===== config.mk =====
export PLATFORM = sky130hd
export DESIGN_NAME = branch_resolve_unit
export DESIGN_NICKNAME = d
export VERILOG_FILES = /design/src/rtl/branch_resolve_unit.sv
export SDC_FILE = /design/constraint.sdc
export NUM_CORES = 1
export LEC_CHECK = 0
export BUFFER_PORTS_ARGS = -buffer_cell sky130_fd_sc_hd__clkbuf_2
export CORE_UTILIZATION = 30
export CTS_BUF_LIST = sky130_fd_sc_hd__clkbuf_8
export CTS_CLUSTER_SIZE = 40
export DETAILED_ROUTE_END_ITERATION = 6
export HOLD_SLACK_MARGIN = 0.08
export PLACE_DENSITY_LB_ADDON = 0.1
export SLEW_MARGIN = 20
export SYNTH_ARGS = -nofsm -noshare
export SYNTH_HDL_FRONTEND = slang
export SYNTH_SLANG_ARGS = --single-unit

===== constraint.sdc =====
create_clock -name CLK -period 2.5 [get_ports CLK]
set_input_delay 0.375 -clock CLK [delete_from_list [all_inputs] [get_ports CLK]]
set_output_delay 0.375 -clock CLK [all_outputs]
set_load 0.1 [all_outputs]

===== src/rtl/branch_resolve_unit.sv =====
// ---------------------------------------------------------------------------
// branch_resolve_unit
//   EX-stage branch resolution. Compares the actual branch outcome against the
//   IF-stage prediction, reports every resolved branch to the predictor, and on
//   a misprediction issues a PC redirect and holds FlushIF/FlushID for
//   FlushCycles unstalled cycles.
//
// Optional feature: define BRANCH_RESOLVE_PERF_EN to add saturating 16-bit
//   BranchCount / MissCount counters and the PerfClear input.
//
// Ports
//   CLK, RST             clock (rising edge), async active-low reset
//   Stall                freezes all state and outputs
//   BranchValid          EX instruction is a branch to resolve
//   BranchCond[2:0]      condition select
//   FlagZ/FlagN/FlagC    ALU flags
//   PredictedTaken       IF prediction
//   PredictedAddress     address fetched by IF after the branch
//   SourceAddress        PC of the branch
//   PCPlusOne            fall-through address
//   ComputedTarget       resolved target
//   UpdateValid          strobe: resolved branch reported
//   ShouldBranch         actual outcome
//   PredictionMiss       strobe: branch was mispredicted
//   BranchSourceAddress  registered SourceAddress
//   BranchTargetAddress  registered ComputedTarget
//   RedirectAddress      correct next PC, valid with PredictionMiss
//   FlushIF, FlushID     squash wrong-path stages
//   Busy                 FSM in FLUSH
//
// States
//   IDLE  | accepting branches
//   FLUSH | wrong-path squash in progress, branches ignored
// ---------------------------------------------------------------------------
module branch_resolve_unit #(
    parameter int AddrBits    = 16,
    parameter int FlushCycles = 2
) (
    input  logic                CLK,
    input  logic                RST,
    input  logic                Stall,
    input  logic                BranchValid,
    input  logic [2:0]          BranchCond,
    input  logic                FlagZ,
    input  logic                FlagN,
    input  logic                FlagC,
    input  logic                PredictedTaken,
    input  logic [AddrBits-1:0] PredictedAddress,
    input  logic [AddrBits-1:0] SourceAddress,
    input  logic [AddrBits-1:0] PCPlusOne,
    input  logic [AddrBits-1:0] ComputedTarget,
`ifdef BRANCH_RESOLVE_PERF_EN
    input  logic                PerfClear,
    output logic [15:0]         BranchCount,
    output logic [15:0]         MissCount,
`endif
    output logic                UpdateValid,
    output logic                ShouldBranch,
    output logic                PredictionMiss,
    output logic [AddrBits-1:0] BranchSourceAddress,
    output logic [AddrBits-1:0] BranchTargetAddress,
    output logic [AddrBits-1:0] RedirectAddress,
    output logic                FlushIF,
    output logic                FlushID,
    output logic                Busy
);

    typedef enum logic [0:0] {
        IDLE  = 1'b0,
        FLUSH = 1'b1
    } state_t;

    localparam logic [3:0] FlushInit = 4'(FlushCycles - 1);

    state_t              state_q;
    logic [3:0]          cnt_q;
    logic                upd_q;
    logic                taken_q;
    logic                miss_q;
    logic                flush_q;
    logic [AddrBits-1:0] src_q;
    logic [AddrBits-1:0] tgt_q;
    logic [AddrBits-1:0] redir_q;

    logic                taken_d;
    logic                miss_d;
    logic                accept;

    always_comb begin
        taken_d = 1'b0;
        case (BranchCond)
            3'b000:  taken_d = FlagZ;
            3'b001:  taken_d = ~FlagZ;
            3'b010:  taken_d = FlagN;
            3'b011:  taken_d = ~FlagN;
            3'b100:  taken_d = FlagC;
            3'b101:  taken_d = ~FlagC;
            3'b110:  taken_d = 1'b1;
            default: taken_d = 1'b0;
        endcase
    end

    // A correctly predicted taken branch still misses if IF fetched the wrong target.
    assign miss_d = (taken_d != PredictedTaken) |
                    (taken_d & PredictedTaken & (PredictedAddress != ComputedTarget));

    assign accept = ~Stall & BranchValid & (state_q == IDLE);

    always_ff @(posedge CLK or negedge RST) begin
        if (!RST) begin
            state_q <= IDLE;
            cnt_q   <= '0;
            upd_q   <= 1'b0;
            taken_q <= 1'b0;
            miss_q  <= 1'b0;
            flush_q <= 1'b0;
            src_q   <= '0;
            tgt_q   <= '0;
            redir_q <= '0;
        end else if (!Stall) begin
            upd_q  <= 1'b0;
            miss_q <= 1'b0;
            case (state_q)
                IDLE: begin
                    if (BranchValid) begin
                        upd_q   <= 1'b1;
                        taken_q <= taken_d;
                        src_q   <= SourceAddress;
                        tgt_q   <= ComputedTarget;
                        if (miss_d) begin
                            miss_q  <= 1'b1;
                            redir_q <= taken_d ? ComputedTarget : PCPlusOne;
                            flush_q <= 1'b1;
                            cnt_q   <= FlushInit;
                            state_q <= FLUSH;
                        end
                    end
                end
                FLUSH: begin
                    if (cnt_q == 4'd0) begin
                        flush_q <= 1'b0;
                        state_q <= IDLE;
                    end else begin
                        cnt_q <= cnt_q - 4'd1;
                    end
                end
                default: begin
                    flush_q <= 1'b0;
                    state_q <= IDLE;
                end
            endcase
        end
    end

    assign UpdateValid         = upd_q;
    assign ShouldBranch        = taken_q;
    assign PredictionMiss      = miss_q;
    assign BranchSourceAddress = src_q;
    assign BranchTargetAddress = tgt_q;
    assign RedirectAddress     = redir_q;
    assign FlushIF             = flush_q;
    assign FlushID             = flush_q;
    assign Busy                = (state_q == FLUSH);

`ifdef BRANCH_RESOLVE_PERF_EN
    logic [15:0] bcnt_q;
    logic [15:0] mcnt_q;

    // Counted on the edge that raises the strobe, so a stalled strobe counts once.
    always_ff @(posedge CLK or negedge RST) begin
        if (!RST) begin
            bcnt_q <= '0;
            mcnt_q <= '0;
        end else if (PerfClear) begin
            bcnt_q <= '0;
            mcnt_q <= '0;
        end else if (accept) begin
            if (bcnt_q != 16'hFFFF) bcnt_q <= bcnt_q + 16'd1;
            if (miss_d && (mcnt_q != 16'hFFFF)) mcnt_q <= mcnt_q + 16'd1;
        end
    end

    assign BranchCount = bcnt_q;
    assign MissCount   = mcnt_q;
`endif

endmodule


==> flow_summary.toml <==
[floorplan]
ios = 129
start_util_pct = 31.0
die_w_um = 96.9
die_area_sq_um = 9380
die_h_um = 96.9
fp.coreArea_sq_um = 8720
rows = 34

[hold_path]
hold_class = "in -> async"

[logic_synthesis]
synth_seq_cells = 57
yosysWarnings = 0
yosysSeqAreaShare_pct = 52.8
syn_avg_cell_area_sq_um = 10.5
netlist_area_sq_um = 2700
syn_inst = 257
ys_types = 29
synth_fp_nets = 335

[layout]
nets = 469
area_growth_pct = 36.3
finalNonFillerCells = 503
antennaDiodeCount = 0
final-seq-area_sq_um = 1430
multiInputGateArea_sq_um = 1200
nFillCells = 888
drive_gt1_share_pct = 46.6

[setup_path]
crit_family = "multiplexers"
critPathKind = "in -> reg"
slowest_stage = "mux2_4"
endpoint = "RedirectAddress[2]"
max_stage_delay_ns = 0.31
path_cells = "clkbuf_2 > mux2i_1 > mux2i_1 > xnor2_2 > inv_1 > ha_1 > inv_1 > a21oi_2 > buf_4 > mux2_4"
start_kind = "input pin"
cp-startpoint = "BranchCond[1]"
crit_path_max_fanout = 9
cp.required_ns = 2.70
arrival_ns = 2.13
r2r-start = "cnt_q[0]"
rr_worst_depth = 5
cp_num_buf_inv = 4
crit_path_end_kind = "flop"
r2r_slack_ns = 0.66
r2r_end = "FlushID"
path_depth = 10

[job]
drv_cap = 0

[clock_tree]
clk_pin_slew_ns = 0.07
h-tree-depth = 3
cts_tree = "yes"
postCtsSetupBuffers = 0
cts_num_sinks = 57
cts_hold_buf = 0
insertion_delay_ns = 0.33
cts_buffers = 9
clock-root-buffer = "clkbuf_8"
cts_max_path_buffers = 2
cts_resized = 0

[route]
drtAntennaViolNets = 0
vias = 2247
vias_per_cell = 4.47
first_pass_iters = 4
wire_per_inst_um = 14.1
drc = 0
drt_iter0_markers = 29
drt_wl_total_mm = 7.08

[timing]
timing.final.crit_share_pct = 77.4
timing.fmax_mhz = 517
worst_pin_slew_ns = 0.818
report.final.slew_viol_count = 0
hold_viol = 0
layout_setup_ws_ns = 0.565
slew_headroom_pct = 45.5
rsz0062_at_grt = "no"
min_period_ns = 1.94
fin_tns_setup_ns = 0
skew_ns = 0.00932
setup_viol = 0

[run_status]
status = "finished, final reports clean"

[placed_design]
post-place-ws_ns = 0.223
io_buffers = 128
place_inst = 488
place.detailed.hpwl_mm = 5.17
gp_congestion = 0.714

[grt]
gr-total-overflow = 0
grt_max_degree = 38
antenna_found_initial = 0
grt_usage_pct = 16.2
grt_pass1_wl_mm = 11.7
first_global_vias = 2231
[final cells by class]
class | count | share of cell area [%]
clock buffer | 11 | 4.11
clock inverter | 4 | 1.19
inverter | 5 | 0.510
multi-input combinational | 183 | 32.6
sequential | 57 | 38.7
tap | 108 | 3.67
timing repair buffer | 135 | 19.2
[metal layers]
metal  vias to the layer above  track usage (%)  share of wire [%]
met5                         -                0                  0
li1                       1094                -                  -
met2                        69             25.7                 48
met4                         0             6.89                1.4
met1                      1074             21.2                 45
met3                        10             3.47                5.0
[worst min-delay path by stage]
stage	startpoint	end	slack [ns]	depth (start not counted)
after detailed placement	BranchSourceAddress[7]	BranchSourceAddress[7]	0.46	2
final	RST	BranchTargetAddress[2]	0.13	1
after global placement	BranchSourceAddress[1]	BranchSourceAddress[1]	0.46	2
after global routing	RST	BranchTargetAddress[2]	0.19	1
after CTS	RST	BranchTargetAddress[2]	0.14	1
after floorplan	RST	BranchSourceAddress[0]	0.08	0
[placed cells by master (no fill, tap or decap), types with 3 or more instances in the layout]
master / netlist / final
nand2_1: 101 / 101
xnor2_1: 18 / 18
mux2_4: 16 / 16
ha_1: 3 / 3
clkbuf_8: 0 / 11
mux2_2: 14 / 14
nor2_1: 6 / 6
inv_1: 5 / 6
buf_4: 1 / 6
dfrtp_1: 57 / 57
nand4_1: 4 / 4
clkbuf_2: 0 / 128
[synth_stat cells]
| library cell | instances | area share, % |
|---|---|---|
| nor2_1 | 6 | 0.83 |
| dfrtp_1 | 57 | 53 |
| buf_4 | 1 | 0.28 |
| nand3_1 | 1 | 0.19 |
| nor4_1 | 1 | 0.23 |
| o221ai_1 | 1 | 0.32 |
| xnor2_2 | 1 | 0.60 |
| xnor2_1 | 18 | 5.8 |
| clkbuf_1 | 6 | 0.83 |
| a21o_1 | 2 | 0.56 |
| buf_1 | 2 | 0.28 |
| or3b_2 | 2 | 0.65 |
| a22o_1 | 1 | 0.32 |
| nand3b_1 | 1 | 0.28 |
| nand2b_1 | 1 | 0.23 |
| nand4_1 | 4 | 0.93 |
| mux2i_1 | 2 | 0.74 |
| mux2_4 | 16 | 8.9 |
| a21oi_1 | 2 | 0.37 |
| buf_2 | 2 | 0.37 |
| and2_1 | 1 | 0.23 |
| mux2_1 | 2 | 0.83 |
| mux2_2 | 14 | 5.8 |
| ha_1 | 3 | 1.4 |
| o21ai_0 | 2 | 0.37 |
| o41ai_2 | 1 | 0.60 |
| inv_1 | 5 | 0.70 |
| buf_6 | 1 | 0.42 |
| nand2_1 | 101 | 14 |
[logic make-up (layout without fill, tap and decap cells)]
kind of cell | count (synthesis) | in the layout | synth area share [%]
fa+ha+maj | 3 | 3 | 1.39
simple gates | 118 | 118 | 17.6
mux | 34 | 34 | 16.3
flops | 57 | 57 | 52.8
buf+inv | 17 | 155 | 2.87
xor+xnor | 19 | 19 | 6.44
compound gates | 9 | 9 | 2.55
[per-stage QoR]
| stage | cell area, sq um | hold WS (ns) | util [%] |
|---|---|---|---|
| global route | 3680 | 0.192 | 42.2 |
| detailed placement | 3490 | 0.461 | 40.0 |
| CTS | 3680 | 0.145 | 42.2 |
| global placement | 3490 | 0.459 | 40.0 |
| finish | 3680 | 0.131 | 42.2 |
| floorplan | 2700 | 0.0794 | - |
[sequential cells by signal (all words and copies together) (netlist names)]
register	flops
BranchSourceAddress	16
BranchTargetAddress	16
Busy	1
FlushID	1
PredictionMiss	1
RedirectAddress	16
ShouldBranch	1
UpdateValid	1
cnt_q	4
[worst reg2reg max path: cells and delay by family (launching register included)]
family                   cells  cell delay (ns)
flip-flops                   1             0.40
AND/OR/NAND/NOR              2             0.93
buffers and inverters        1             0.09
adder cells (fa/ha/maj)      1             0.14
AO/OA/AOI/OAI                1             0.18
Power is not shown: default switching activity piles up to over one toggle a cycle in this logic, so the estimate is an artifact.
